`config.mk`:
```
export PLATFORM = sky130hd
export DESIGN_NAME = tree_port_arbiter_flat
export DESIGN_NICKNAME = d
export VERILOG_FILES = /design/src/rtl/tree_port_arbiter_if.sv /design/src/rtl/tree_port_arbiter.sv /design/src/flat_wrapper.sv
export SDC_FILE = /design/constraint.sdc
export NUM_CORES = 1
export LEC_CHECK = 0
export CORE_UTILIZATION = 37
export DETAILED_ROUTE_END_ITERATION = 7
export PLACE_DENSITY = 0.86
export SETUP_SLACK_MARGIN = 0.15
export SLEW_MARGIN = 10
export SYNTH_ARGS = -nofsm -noshare
export SYNTH_HDL_FRONTEND = slang
export SYNTH_SLANG_ARGS = --single-unit
export TNS_END_PERCENT = 20
```
`constraint.sdc`:
```
create_clock -name clk -period 6.1 [get_ports clk]
set_clock_uncertainty 0.15 [all_clocks]
set_input_delay 1.525 -clock clk [delete_from_list [all_inputs] [get_ports clk]]
set_output_delay 1.525 -clock clk [all_outputs]
set_load 0.01 [all_outputs]
```
`src/rtl/tree_port_arbiter_if.sv`:
```
// tree_port_arbiter_if: request/response channel bundle for one output port
// of a tree router node.
//   master : requester/downstream side (drives in_valid, in_data, out_ready)
//   slave  : arbiter side (drives in_ready, out_valid, out_data)
// Packet i occupies in_data[i*WIDTH +: WIDTH].
interface tree_port_arbiter_if #(
  parameter int WIDTH  = 11,
  parameter int NUM_IN = 3
);
  logic [NUM_IN-1:0]       in_valid;
  logic [NUM_IN*WIDTH-1:0] in_data;
  logic [NUM_IN-1:0]       in_ready;
  logic                    out_valid;
  logic [WIDTH-1:0]        out_data;
  logic                    out_ready;

  modport master (
    output in_valid, in_data, out_ready,
    input  in_ready, out_valid, out_data
  );

  modport slave (
    input  in_valid, in_data, out_ready,
    output in_ready, out_valid, out_data
  );
endinterface

```
`src/rtl/tree_port_arbiter.sv`:
```
// tree_port_arbiter: round-robin arbiter for one output channel of a tree
// router node. NUM_IN requesters compete; the winner's packet is registered
// into a one-entry output buffer presented on a valid/ready channel.
// Throughput is one packet per cycle when downstream keeps out_ready high.
//
// Optional feature: define TREE_ARB_GRANT_CNT_EN to build per-input
// saturating accepted-packet counters on grant_cnt. Without the macro the
// counters are not built and grant_cnt is tied to zero.
module tree_port_arbiter #(
  parameter int WIDTH  = 11,
  parameter int NUM_IN = 3,
  parameter int CNT_W  = 16
) (
  input  logic                    clk,
  input  logic                    rst_n,
  tree_port_arbiter_if.slave      bus,
  output logic [NUM_IN*CNT_W-1:0] grant_cnt
);

  localparam int PTR_W = $clog2(NUM_IN);

  // Buffer state: EMPTY accepts unconditionally, FULL only when draining.
  localparam logic [0:0] ST_EMPTY = 1'b0;
  localparam logic [0:0] ST_FULL  = 1'b1;

  logic [0:0]       state_q,    state_d;
  logic [PTR_W-1:0] rr_ptr_q,   rr_ptr_d;
  logic [WIDTH-1:0] out_data_q, out_data_d;

  logic             win_found;
  logic [PTR_W-1:0] win_idx;
  logic [PTR_W:0]   scan_sum;
  logic [PTR_W-1:0] scan_idx;
  logic [WIDTH-1:0] win_data;
  logic [PTR_W-1:0] next_ptr;
  logic             can_accept;
  logic             in_xfer;
  logic             out_xfer;

  // Round-robin pick: first valid requester scanning from rr_ptr upward.
  // NOTE: every variable assigned in always_comb gets a default before any
  // conditional assignment, otherwise synthesis infers a latch to hold it.
  always_comb begin
    win_found = 1'b0;
    win_idx   = '0;
    scan_sum  = '0;
    scan_idx  = '0;
    for (int k = 0; k < NUM_IN; k++) begin
      scan_sum = {1'b0, rr_ptr_q} + (PTR_W+1)'(k);
      if (scan_sum >= (PTR_W+1)'(NUM_IN)) begin
        scan_sum = scan_sum - (PTR_W+1)'(NUM_IN);
      end
      scan_idx = scan_sum[PTR_W-1:0];
      if (!win_found && bus.in_valid[scan_idx]) begin
        win_found = 1'b1;
        win_idx   = scan_idx;
      end
    end
  end

  // Select the winner's packet with constant slices (no variable part-select).
  always_comb begin
    win_data = '0;
    for (int i = 0; i < NUM_IN; i++) begin
      if (win_idx == PTR_W'(i)) begin
        win_data = bus.in_data[i*WIDTH +: WIDTH];
      end
    end
  end

  // Pointer advances to just past the winner, wrapping at NUM_IN-1.
  always_comb begin
    if (win_idx == PTR_W'(NUM_IN - 1)) begin
      next_ptr = '0;
    end else begin
      next_ptr = win_idx + PTR_W'(1);
    end
  end

  // Handshake qualification. An empty buffer accepts regardless of
  // out_ready; a full one only when it drains on the same edge.
  always_comb begin
    can_accept = (state_q == ST_EMPTY) || bus.out_ready;
    in_xfer    = win_found && can_accept;
    out_xfer   = (state_q == ST_FULL) && bus.out_ready;
  end

  // One-hot ready to the winner only; forced low while reset is held so no
  // requester sees a grant during reset.
  always_comb begin
    bus.in_ready = '0;
    for (int i = 0; i < NUM_IN; i++) begin
      bus.in_ready[i] = rst_n && in_xfer && (win_idx == PTR_W'(i));
    end
  end

  // Buffer/FSM next state: a load wins over a drain, giving back-to-back flow.
  always_comb begin
    state_d    = state_q;
    rr_ptr_d   = rr_ptr_q;
    out_data_d = out_data_q;
    if (in_xfer) begin
      state_d    = ST_FULL;
      rr_ptr_d   = next_ptr;
      out_data_d = win_data;
    end else if (out_xfer) begin
      state_d = ST_EMPTY;
    end
  end

  // State registers; async reset drops any buffered packet immediately.
  // NOTE: sequential state uses non-blocking assignments so every flop
  // samples pre-edge values regardless of statement order.
  always_ff @(posedge clk or negedge rst_n) begin
    if (!rst_n) begin
      state_q    <= ST_EMPTY;
      rr_ptr_q   <= '0;
      out_data_q <= '0;
    end else begin
      state_q    <= state_d;
      rr_ptr_q   <= rr_ptr_d;
      out_data_q <= out_data_d;
    end
  end

  assign bus.out_valid = (state_q == ST_FULL);
  assign bus.out_data  = out_data_q;

`ifdef TREE_ARB_GRANT_CNT_EN
  logic [CNT_W-1:0] cnt_q [NUM_IN];
  logic [CNT_W-1:0] cnt_d [NUM_IN];

  // Count accepted packets per input, saturating at all-ones.
  always_comb begin
    for (int i = 0; i < NUM_IN; i++) begin
      cnt_d[i] = cnt_q[i];
      if (in_xfer && (win_idx == PTR_W'(i)) && (cnt_q[i] != '1)) begin
        cnt_d[i] = cnt_q[i] + CNT_W'(1);
      end
    end
  end

  // Counter registers, cleared only by reset.
  // NOTE: this small register array is reset element by element because its
  // contents are architecturally visible; large RAM-style storage would not be.
  always_ff @(posedge clk or negedge rst_n) begin
    if (!rst_n) begin
      for (int i = 0; i < NUM_IN; i++) begin
        cnt_q[i] <= '0;
      end
    end else begin
      for (int i = 0; i < NUM_IN; i++) begin
        cnt_q[i] <= cnt_d[i];
      end
    end
  end

  // Flatten counters onto the output bus, input i in slice i.
  always_comb begin
    grant_cnt = '0;
    for (int i = 0; i < NUM_IN; i++) begin
      grant_cnt[i*CNT_W +: CNT_W] = cnt_q[i];
    end
  end
`else
  assign grant_cnt = '0;
`endif

endmodule
```
`src/flat_wrapper.sv`:
```
// flat-port wrapper written by rule: the top's interface ports become plain ports
module tree_port_arbiter_flat 
#(
  parameter int WIDTH  = 11,
  parameter int NUM_IN = 3,
  parameter int CNT_W  = 16
)
  (clk, rst_n, grant_cnt, bus_in_valid, bus_in_data, bus_out_ready, bus_in_ready, bus_out_valid, bus_out_data);
  tree_port_arbiter_if #(.WIDTH(WIDTH), .NUM_IN(NUM_IN)) bus_i ();
  input  logic clk;
  input  logic rst_n;
  output logic [NUM_IN*CNT_W-1:0] grant_cnt;
  input wire logic [$bits(bus_i.in_valid)-1:0] bus_in_valid;
  input wire logic [$bits(bus_i.in_data)-1:0] bus_in_data;
  input wire logic [$bits(bus_i.out_ready)-1:0] bus_out_ready;
  output wire logic [$bits(bus_i.in_ready)-1:0] bus_in_ready;
  output wire logic [$bits(bus_i.out_valid)-1:0] bus_out_valid;
  output wire logic [$bits(bus_i.out_data)-1:0] bus_out_data;
  assign bus_i.in_valid = bus_in_valid;
  assign bus_i.in_data = bus_in_data;
  assign bus_i.out_ready = bus_out_ready;
  assign bus_in_ready = bus_i.in_ready;
  assign bus_out_valid = bus_i.out_valid;
  assign bus_out_data = bus_i.out_data;
  tree_port_arbiter #(.WIDTH(WIDTH), .NUM_IN(NUM_IN), .CNT_W(CNT_W)) u_core (.clk(clk), .rst_n(rst_n), .bus(bus_i), .grant_cnt(grant_cnt));
endmodule
```
==> results by group, run 1 <==
Worst setup path
  – Worst-path cell chain: clkdlybuf4s50_1 > mux2_4 > a21o_1 > o32a_1 > o22ai_4 > buf_4 > nor2_1 > clkdlybuf4s50_1
  – Critical R2R Launch: u_core.rr_ptr_q[0]$_DFFE_PN0P_
  – Crit end category: primary output
  – CP max stage delay: around 0.48 ns
  – Slowest stage cell on the critical path: clkdlybuf4s50_1
  – R2R depth: 8
  – Worst reg2reg endpoint: u_core.bus.out_data[1]$_DFFE_PN0P_
  – CP required: 4.43 ns
  – Crit path kind: in2out
  – CP bufs+invs: 3
  – CP top delay family: buffers and inverters
  – CP dominant cell by count: clkdlybuf4s50_1
  – CP Max Fanout: 10
  – R2r setup slk: 2.87 ns
  – Worst EP arrival: between 3 and 4 ns
  – Critical path startpoint category: primary input

Global route
  – First-pass GRT wire length: 4420 um
  – Initial antenna violation count: 0
  – GRT Total Usage: 0.139
  – Grt ovf: 0
  – Largest net degree at the start of global routing: 18
  – Vias in the first global route: between 900 and 1000

Floorplan
  – Die Height: roughly 63 um
  – Num ports: 102
  – Die Area: 4030 sq um
  – FP Rows: 21
  – Core area: approximately 3500 sq um
  – Die width: 63.5 um
  – Starting Density: 0.403

Timing
  – Unrepaired setup endpoints after global routing: false
  – Max_slew headroom: 0.586
  – Worst slew pin tran: slightly above 0.6 ns
  – Fin. Hold Viols: 0
  – Final period utilization: 0.915
  – Post-route minimum period: 5.58 ns
  – Final slew viol count: 0
  – Fmax: 179 MHz
  – Total negative slack: 0 ns
  – Endpoints failing setup: 0

Layout
  – Synth-to-layout area growth: 30.4%
  – # diodes: 0
  – Most frequent cells in the layout: 53 x clkdlybuf4s50_1, 48 x conb_1, 17 x nand2_1, 15 x inv_1, 14 x dfrtp_1
  – Most common cell after layout, fill and taps aside: clkdlybuf4s50_1
  – Share of layout cells above drive strength 1: 0.0861
  – Fillcell total: 315
  – Nets@finish: 253

Job
  – Max-cap violations: 0

Clock network
  – Clock Latency Late Sink: between 0.2 and 0.25 ns
  – Post-cts gate resize count: 0
  – CTS Hold Bufs: 0
  – Clk buf depth: 2
  – Clock Tree Root: clkbuf_8
  – Clock-pin slew on the worst setup and hold paths: 0.06 ns
  – TritonCTS buffer count: 3
  – TritonCTS clock tree: built
  – H-Tree Depth: 1
  – Post-CTS setup buffers: 0
  – # clock sinks: 14

Place
  – # port buffers: 53
  – HPWL Detailed: 2250 um
  – GP Congestion: 0.771

Drt
  – DR DRC count: 0
  – Drt pass-1 iters: 4
  – WL final: 2820 um
  – Wirelength per Cell: around 11 um
  – Vias per cell: ~4.2
  – Via count: 1064
  – Starting DRT DRC Count: 27
  – Post-route antenna net violation count: 0

Pwr
  – Cell Pwr Density: 451 nW/um^2
  – LEAKAGE: 0.000905 uW
  – Overall Power: around 820 uW
  – VDD IR max: between 0.15 and 0.2 mV

Outcome
  – Status: complete, no violations

Hold path
  – Cells on Worst Hold Path: 2
  – Min-Delay Path Class: reg2reg
  – Hold Path End: u_core.bus.out_data[0]$_DFFE_PN0P_
  – Worst hold path startpoint: u_core.bus.out_data[0]$_DFFE_PN0P_

Yosys
  – Synthesis Warnings: 0
  – Syn Area/Cell: between 8 and 9 sq um
  – Synth Register Bits: 14
  – Netlist cell types: 28
  – Mapped cell area: 1400 sq um
  – Sequential-to-total area share from yosys stat: 0.251
  – Cells after Synth: 157
==> worst max-delay path by stage <==
| stage | cells after the start | from | to | slack, ns |
|---|---|---|---|---|
| 2_1_floorplan | 7 | bus_in_valid[0] | bus_in_ready[0] | 1.43 |
| 3_3_place_gp | 8 | bus_in_valid[1] | bus_in_ready[1] | 0.53 |
| 3_5_place_dp | 8 | bus_in_valid[1] | bus_in_ready[1] | 0.50 |
| 4_1_cts | 8 | bus_in_valid[1] | bus_in_ready[1] | 0.49 |
| 5_1_grt | 8 | bus_in_valid[1] | bus_in_ready[1] | 0.42 |
| 6_report | 8 | bus_in_valid[1] | bus_in_ready[1] | 0.52 |
==> cell usage after synthesis, drive strengths merged <==
| library cell | n | share of area |
|---|---|---|
| a21o | 2 | 0.011 |
| and3 | 1 | 0.0045 |
| and3b | 1 | 0.0063 |
| buf | 53 | 0.29 |
| clkbuf | 1 | 0.0027 |
| conb | 1 | 0.0027 |
| dfrtp | 14 | 0.25 |
| ha | 4 | 0.036 |
| inv | 15 | 0.040 |
| mux2 | 3 | 0.027 |
| mux2i | 12 | 0.086 |
| nand2 | 17 | 0.046 |
| nand2b | 3 | 0.013 |
| nand3b | 2 | 0.011 |
| nor2 | 6 | 0.016 |
| nor2b | 2 | 0.0090 |
| nor3 | 1 | 0.0036 |
| o21ai | 4 | 0.014 |
| o221ai | 11 | 0.10 |
| o22ai | 2 | 0.019 |
| o32a | 1 | 0.0072 |
| or2 | 1 | 0.0045 |
==> cell type report <==
cell class              instances  area (sq um)  area share
flip-flops and latches         14           350       0.192
well taps                      46          57.6      0.0316
inverters                      15          56.3      0.0309
repair buffers                 55           546       0.299
clock buffers                   4          55.1      0.0302
multi-input cells             121           758       0.416
==> power by group <==
group	switching [uW]	total (uW)	leakage (uW)	internal (uW)
combinational	285	562	0.000708	277
sequential	29.3	171	0.000169	142
clock	32.1	89.2	0.0000288	57.1
total	347	822	0.000905	475
==> state kept, by name, indices dropped and copies added (netlist names) <==
| register | flops |
|---|---|
| u_core.rr_ptr_q | 2 |
| u_core.bus.out_valid | 1 |
| u_core.bus.out_data | 11 |
==> per-stage QoR <==
stage                     hold slack (ns)  utilization  cell area [sq um]  std cells  setup slack [ns]
after floorplan                     0.349            -               1570        204              1.43
after global placement              0.321        0.510               1770        251             0.530
after detailed placement            0.328        0.510               1770        251             0.498
after CTS                           0.345        0.526               1820        255             0.493
after global routing                0.373        0.526               1820        255             0.417
final                               0.339        0.526               1820        255             0.518
==> metal layers <==
layer / wire [um] / track usage
met1: 1190 / 0.169
met2: 1450 / 0.246
met3: 170 / 0.0435
met4: 6 / 0.0170
met5: 0 / 0
==> worst register-to-register path, stage by stage, from the launching register on <==
cell and delay [ns]:
dfrtp_1 0.41, inv_1 0.09, ha_1 0.18, mux2_2 0.35
mux2_2 0.28, nor3_1 0.28, nand2b_1 0.54, nand2b_1 0.59
o221ai_1 0.20
==> kinds of logic (layout without fill, tap and decap cells) <==
| logic type | after synthesis | count (layout) | synth area share |
|---|---|---|---|
| compound gates | 20 | 20 | 0.151 |
| fa+ha+maj | 4 | 4 | 0.0358 |
| buf+inv | 69 | 74 | 0.333 |
| flops | 14 | 14 | 0.251 |
| mux | 15 | 15 | 0.113 |
| other cells | 1 | 48 | 0.00268 |
| simple gates | 34 | 34 | 0.114 |
Power figures use the tool's default switching activity.
==> run 2: changes to the inputs <==
--- a/config.mk
+++ b/config.mk
@@ -5,9 +5,9 @@
 export SDC_FILE = /design/constraint.sdc
 export NUM_CORES = 1
 export LEC_CHECK = 0
-export CORE_UTILIZATION = 37
+export CORE_UTILIZATION = 29
 export DETAILED_ROUTE_END_ITERATION = 7
-export PLACE_DENSITY = 0.86
+export PLACE_DENSITY = 0.7
 export SETUP_SLACK_MARGIN = 0.15
 export SLEW_MARGIN = 10
 export SYNTH_ARGS = -nofsm -noshare
==> run 2 against run 1 <==
Sequential share of layout area increased by 0.066 points. Power decreased by 1.4%. Die area grew 27%. Via count down 0.75%. Largest power group unchanged.
==> results by group, run 2 (synthesized netlist as in run 1, its figures left out) <==
Clock network
  – Clock-pin slew on the worst setup and hold paths: 0.06 ns
  – CTS Hold Bufs: 0
  – Clock Tree Root: clkbuf_8
  – # clock sinks: 14
  – TritonCTS clock tree: built
  – Clk buf depth: 2
  – Post-cts gate resize count: 0
  – TritonCTS buffer count: 3
  – H-Tree Depth: 1
  – Clock Latency Late Sink: about 0.24 ns
  – Post-CTS setup buffers: 0

Drt
  – Routed met1 length: 1140 um
  – Met3 WL post-DR: 263 um
  – Post-route antenna net violation count: 0
  – DR DRC count: 0
  – Via count: 1056
  – WL final: 2820 um
  – Drt pass-1 iters: 4
  – Max layer used: met4
  – Met2 WL post-DR: about 1400 um
  – Starting DRT DRC Count: 13
  – Vias per cell: between 4 and 5
  – Wirelength per Cell: 10.8 um

Worst setup path
  – CP max stage delay: between 0.5 and 0.6 ns
  – Slowest stage cell on the critical path: clkdlybuf4s50_1
  – Crit path kind: in2out
  – CP dominant cell by count: clkdlybuf4s50_1
  – CP required: 4.43 ns
  – Crit end category: primary output
  – Critical path startpoint category: primary input
  – CP Max Fanout: 5
  – Worst-path cell chain: clkdlybuf4s50_1 > mux2_4 > a21o_1 > o32a_1 > o22ai_4 > nand2_1 > nor2_1 > clkdlybuf4s50_1
  – Worst EP arrival: 3.86 ns

Floorplan
  – Num ports: 102
  – FP Rows: 24
  – Die Area: 5100 sq um
  – Core area: 4500 sq um
  – Die Height: around 71 um
  – Die width: 71.4 um
  – Starting Density: 0.310

Global route
  – Largest net degree at the start of global routing: 18
  – First-pass GRT wire length: 4420 um
  – Initial antenna violation count: 0
  – Grt ovf: 0
  – GRT Total Usage: 0.112
  – Vias in the first global route: 982

Timing
  – Endpoints failing setup: 0
  – Fmax: 181 MHz
  – Worst hold slack: about 0.33 ns
  – Total negative slack: 0 ns
  – Final slew viol count: 0
  – Unrepaired setup endpoints after global routing: false
  – Fin. Hold Viols: 0
  – Post-route minimum period: ~5.5 ns
  – Worst slew pin tran: 0.638 ns
  – Max_slew headroom: 0.575
  – Final period utilization: 0.907

Pwr
  – LEAKAGE: 0.000898 uW
  – VDD IR max: 0.141 mV
  – Internal: 461 uW
  – Sw frac: 0.431
  – Gate power share: 0.702
  – P_sw: 349 uW
  – Cell Pwr Density: about 450 nW/um^2
  – Clock power frac: 0.093
  – Flop pwr share: 0.206

Layout
  – # diodes: 0
  – Most common cell after layout, fill and taps aside: clkdlybuf4s50_1
  – Multi-input logic area: around 760 sq um
  – Fillcell total: 462
  – Sequential cell area: about 350 sq um
  – Nets@finish: 253
  – Share of layout cells above drive strength 1: 0.0817
  – Max FFs per register: 11
  – Most frequent cells in the layout: 53 x clkdlybuf4s50_1, 48 x conb_1, 17 x nand2_1, 15 x inv_1, 14 x dfrtp_1
  – Finished Core Util: 0.403
  – Synth-to-layout area growth: 30.0%

Place
  – GP Congestion: between 0.7 and 0.8
  – HPWL Detailed: ~2200 um
  – # port buffers: 53

Outcome
  – Status: complete, no violations

Job
  – Max-cap violations: 0

Hold path
  – Min-Delay Path Class: reg2reg
run 2: area by class of cell:
class	count	share of cell area
Multi-Input combinational cell	121	0.417
Tap cell	52	0.0358
Clock buffer	3	0.0227
Sequential cell	14	0.193
Inverter	15	0.0310
Timing Repair Buffer	55	0.300
run 2: critical path: cells and delay by family:
| family | cells | cell delay [ns] |
|---|---|---|
| buf+inv | 2 | 1.00 |
| simple gates | 2 | 0.24 |
| mux | 1 | 0.28 |
| compound gates | 3 | 0.83 |
run 2: layer usage:
layer / GRT usage / vias up
met3: 0.0366 / 2
met4: 0.0267 / 0
met1: 0.130 / 467
met2: 0.199 / 64
li1: - / 523
met5: 0 / -
run 2: final timing paths:
check,start,to,slack [ns],cells past startpoint
max,bus_in_valid[1],bus_in_ready[0],0.57,8
min,u_core.bus.out_data[10]$_DFFE_PN0P_,u_core.bus.out_data[10]$_DFFE_PN0P_,0.33,2
max reg2reg,u_core.rr_ptr_q[0]$_DFFE_PN0P_,u_core.bus.out_data[0]$_DFFE_PN0P_,2.86,8
min reg2reg,u_core.bus.out_data[10]$_DFFE_PN0P_,u_core.bus.out_data[10]$_DFFE_PN0P_,0.33,2
max in group asynchronous,rst_n,u_core.bus.out_data[1]$_DFFE_PN0P_,4.17,2
min in group asynchronous,rst_n,u_core.bus.out_data[5]$_DFFE_PN0P_,1.45,2
run 2: through the flow:
stage               instances  power, uW  setup slack (ns)  cell area, sq um
CTS                       260        830             0.554              1820
floorplan                 204        609              1.43              1570
global route              260        885             0.431              1820
global placement          257        736             0.609              1780
detailed placement        257        749             0.560              1780
finish                    260        811             0.566              1820
run 2: power by group through the flow:
| stage | Combinational, uW | Clock [uW] | Sequential (uW) |
|---|---|---|---|
| finish | 569 | 75.2 | 167 |
| global placement | 568 | 0 | 167 |
| floorplan | 424 | 0 | 185 |
| detailed placement | 579 | 0 | 169 |
| CTS | 582 | 79.9 | 167 |
| global route | 629 | 84.1 | 171 |
==> run 3: changes to the inputs <==
--- a/config.mk
+++ b/config.mk
@@ -5,6 +5,7 @@
 export SDC_FILE = /design/constraint.sdc
 export NUM_CORES = 1
 export LEC_CHECK = 0
+export CORE_MARGIN = 2
 export CORE_UTILIZATION = 29
 export DETAILED_ROUTE_END_ITERATION = 7
 export PLACE_DENSITY = 0.7
==> run 3 against run 2 <==
Clock-buffer cell count rose by 1. Fmax about the same. Sequential cell count did not move. Die area is 5.7% higher. Via count is 3.1% higher. Worst setup slack better by 0.0022 ns. Hold slack better by 0.0053 ns.
==> results by group, run 3 (synthesized netlist as in run 1, its figures left out) <==
Outcome
  – Status: complete, no violations

Global route
  – First-pass GRT wire length: 4760 um
  – GRT busiest layer: met2
  – GRT Total Usage: 0.114
  – Initial antenna violation count: 0
  – Met1 usage: 0.128
  – Vias in the first global route: 1084
  – GR Util met3: 0.0384
  – Grt ovf: 0
  – M2 GR Usage: 0.204
  – Largest net degree at the start of global routing: 18

Drt
  – Drt pass-1 iters: 4
  – Wirelength per Cell: 10.9 um
  – WL final: around 2900 um
  – Vias per cell: 4.14
  – Starting DRT DRC Count: 30
  – DR DRC count: 0
  – Post-route antenna net violation count: 0
  – Via count: roughly 1100

Floorplan
  – Num ports: a little over 100
  – Die width: about 73 um
  – Die Height: 73.4 um
  – Starting Density: 0.298
  – Die Area: 5390 sq um
  – FP Rows: 25
  – Core area: 4690 sq um

Worst setup path
  – Worst reg2reg endpoint: u_core.bus.out_data[9]$_DFFE_PN0P_
  – CP required: approximately 4.4 ns
  – Critical path origin: bus_in_valid[1]
  – R2r setup slk: about 2.9 ns
  – Worst EP arrival: 3.86 ns
  – CP Max Fanout: 5
  – Crit end category: primary output
  – R2R depth: 8
  – Critical R2R Launch: u_core.rr_ptr_q[0]$_DFFE_PN0P_
  – Crit path kind: in2out
  – Critical path startpoint category: primary input

Clock network
  – Clk buf depth: 2
  – Clock-pin slew on the worst setup and hold paths: 0.06 ns
  – Post-CTS setup buffers: 0
  – H-Tree Depth: 1
  – TritonCTS clock tree: built
  – Clock Latency Late Sink: 0.24 ns
  – CTS Hold Bufs: 0
  – Clock Tree Root: clkbuf_8
  – TritonCTS buffer count: 3
  – Post-cts gate resize count: 0
  – # clock sinks: 14

Layout
  – Synth-to-layout area growth: 31.2%
  – Max FFs per register: 11
  – Share of layout cells above drive strength 1: 0.0861
  – Most common cell after layout, fill and taps aside: clkdlybuf4s50_1
  – # diodes: 0
  – Nets@finish: between 200 and 300
  – Most frequent cells in the layout: 53 x clkdlybuf4s50_1, 48 x conb_1, 17 x nand2_1, 15 x inv_1, 14 x dfrtp_1

Hold path
  – Hold Path End: u_core.bus.out_data[1]$_DFFE_PN0P_
  – Min-Delay Path Class: reg2reg
  – Worst hold path startpoint: u_core.bus.out_data[1]$_DFFE_PN0P_
  – Cells on Worst Hold Path: 2

Timing
  – Post-route minimum period: 5.53 ns
  – Final period utilization: 0.907
  – Worst hold slack: about 0.34 ns
  – Worst slew pin tran: 0.636 ns
  – Total negative slack: 0 ns
  – Fin. Hold Viols: 0
  – Fmax: 181 MHz
  – Final slew viol count: 0
  – Endpoints failing setup: 0
  – Max_slew headroom: 0.576
  – Unrepaired setup endpoints after global routing: false

Job
  – Max-cap violations: 0

Place
  – # port buffers: 53
  – HPWL Detailed: 2320 um
  – GP Congestion: a little under 0.9

Pwr
  – LEAKAGE: 0.000905 uW
  – VDD IR max: 0.196 mV
  – Cell Pwr Density: 448 nW/um^2
==> run 3: cell types whose count changed in the layout (fill, tap and decap cells not counted) <==
cell and delta:
clkbuf_8 +1
==> run 3: worst max path at each step <==
stage,to,slack [ns],depth (start not counted)
finish,bus_in_ready[0],0.57,8
global route,bus_in_ready[0],0.44,8
CTS,bus_in_ready[0],0.55,8
detailed placement,bus_in_ready[0],0.56,8
global placement,bus_in_ready[0],0.62,8
floorplan,bus_in_ready[0],1.43,7
==> run 3: layout make-up <==
type | instances | area [sq um]
inverter | 15 | 56.3
sequential | 14 | 350
timing repair buffer | 55 | 546
tap | 54 | 67.6
multi-input combinational | 121 | 758
fill | 474 | 2860
clock buffer | 4 | 55.1
==> run 3: power by group <==
part	total [uW]	leakage, uW	internal [uW]	switching (uW)
sequential	168	0.000169	141	26.8
combinational	561	0.000708	276	285
clock	91.2	0.0000288	57.1	34.1
==> run 3: routing by layer <==
metal,wire length (um),up-vias
met5,0,-
met4,12,0
met3,328,2
met2,1400,62
met1,1120,499
li1,-,526
==> run 3: worst max-delay path: stages <==
cell	delay, ns
clkdlybuf4s50_1	0.46
mux2_4	0.29
a21o_1	0.22
o32a_1	0.37
o22ai_4	0.23
nand2_1	0.10
nor2_1	0.12
clkdlybuf4s50_1	0.54
==> run 3: stage by stage <==
stage                     area (sq um)  total power, uW   util  setup slack, ns  std cells
after floorplan                   1570              609      -             1.43        204
after global placement            1780              733  0.379            0.617        259
after detailed placement          1780              742  0.379            0.561        259
after CTS                         1830              835  0.391            0.552        263
after global routing              1830              896  0.391            0.437        263
final                             1830              821  0.391            0.568        263
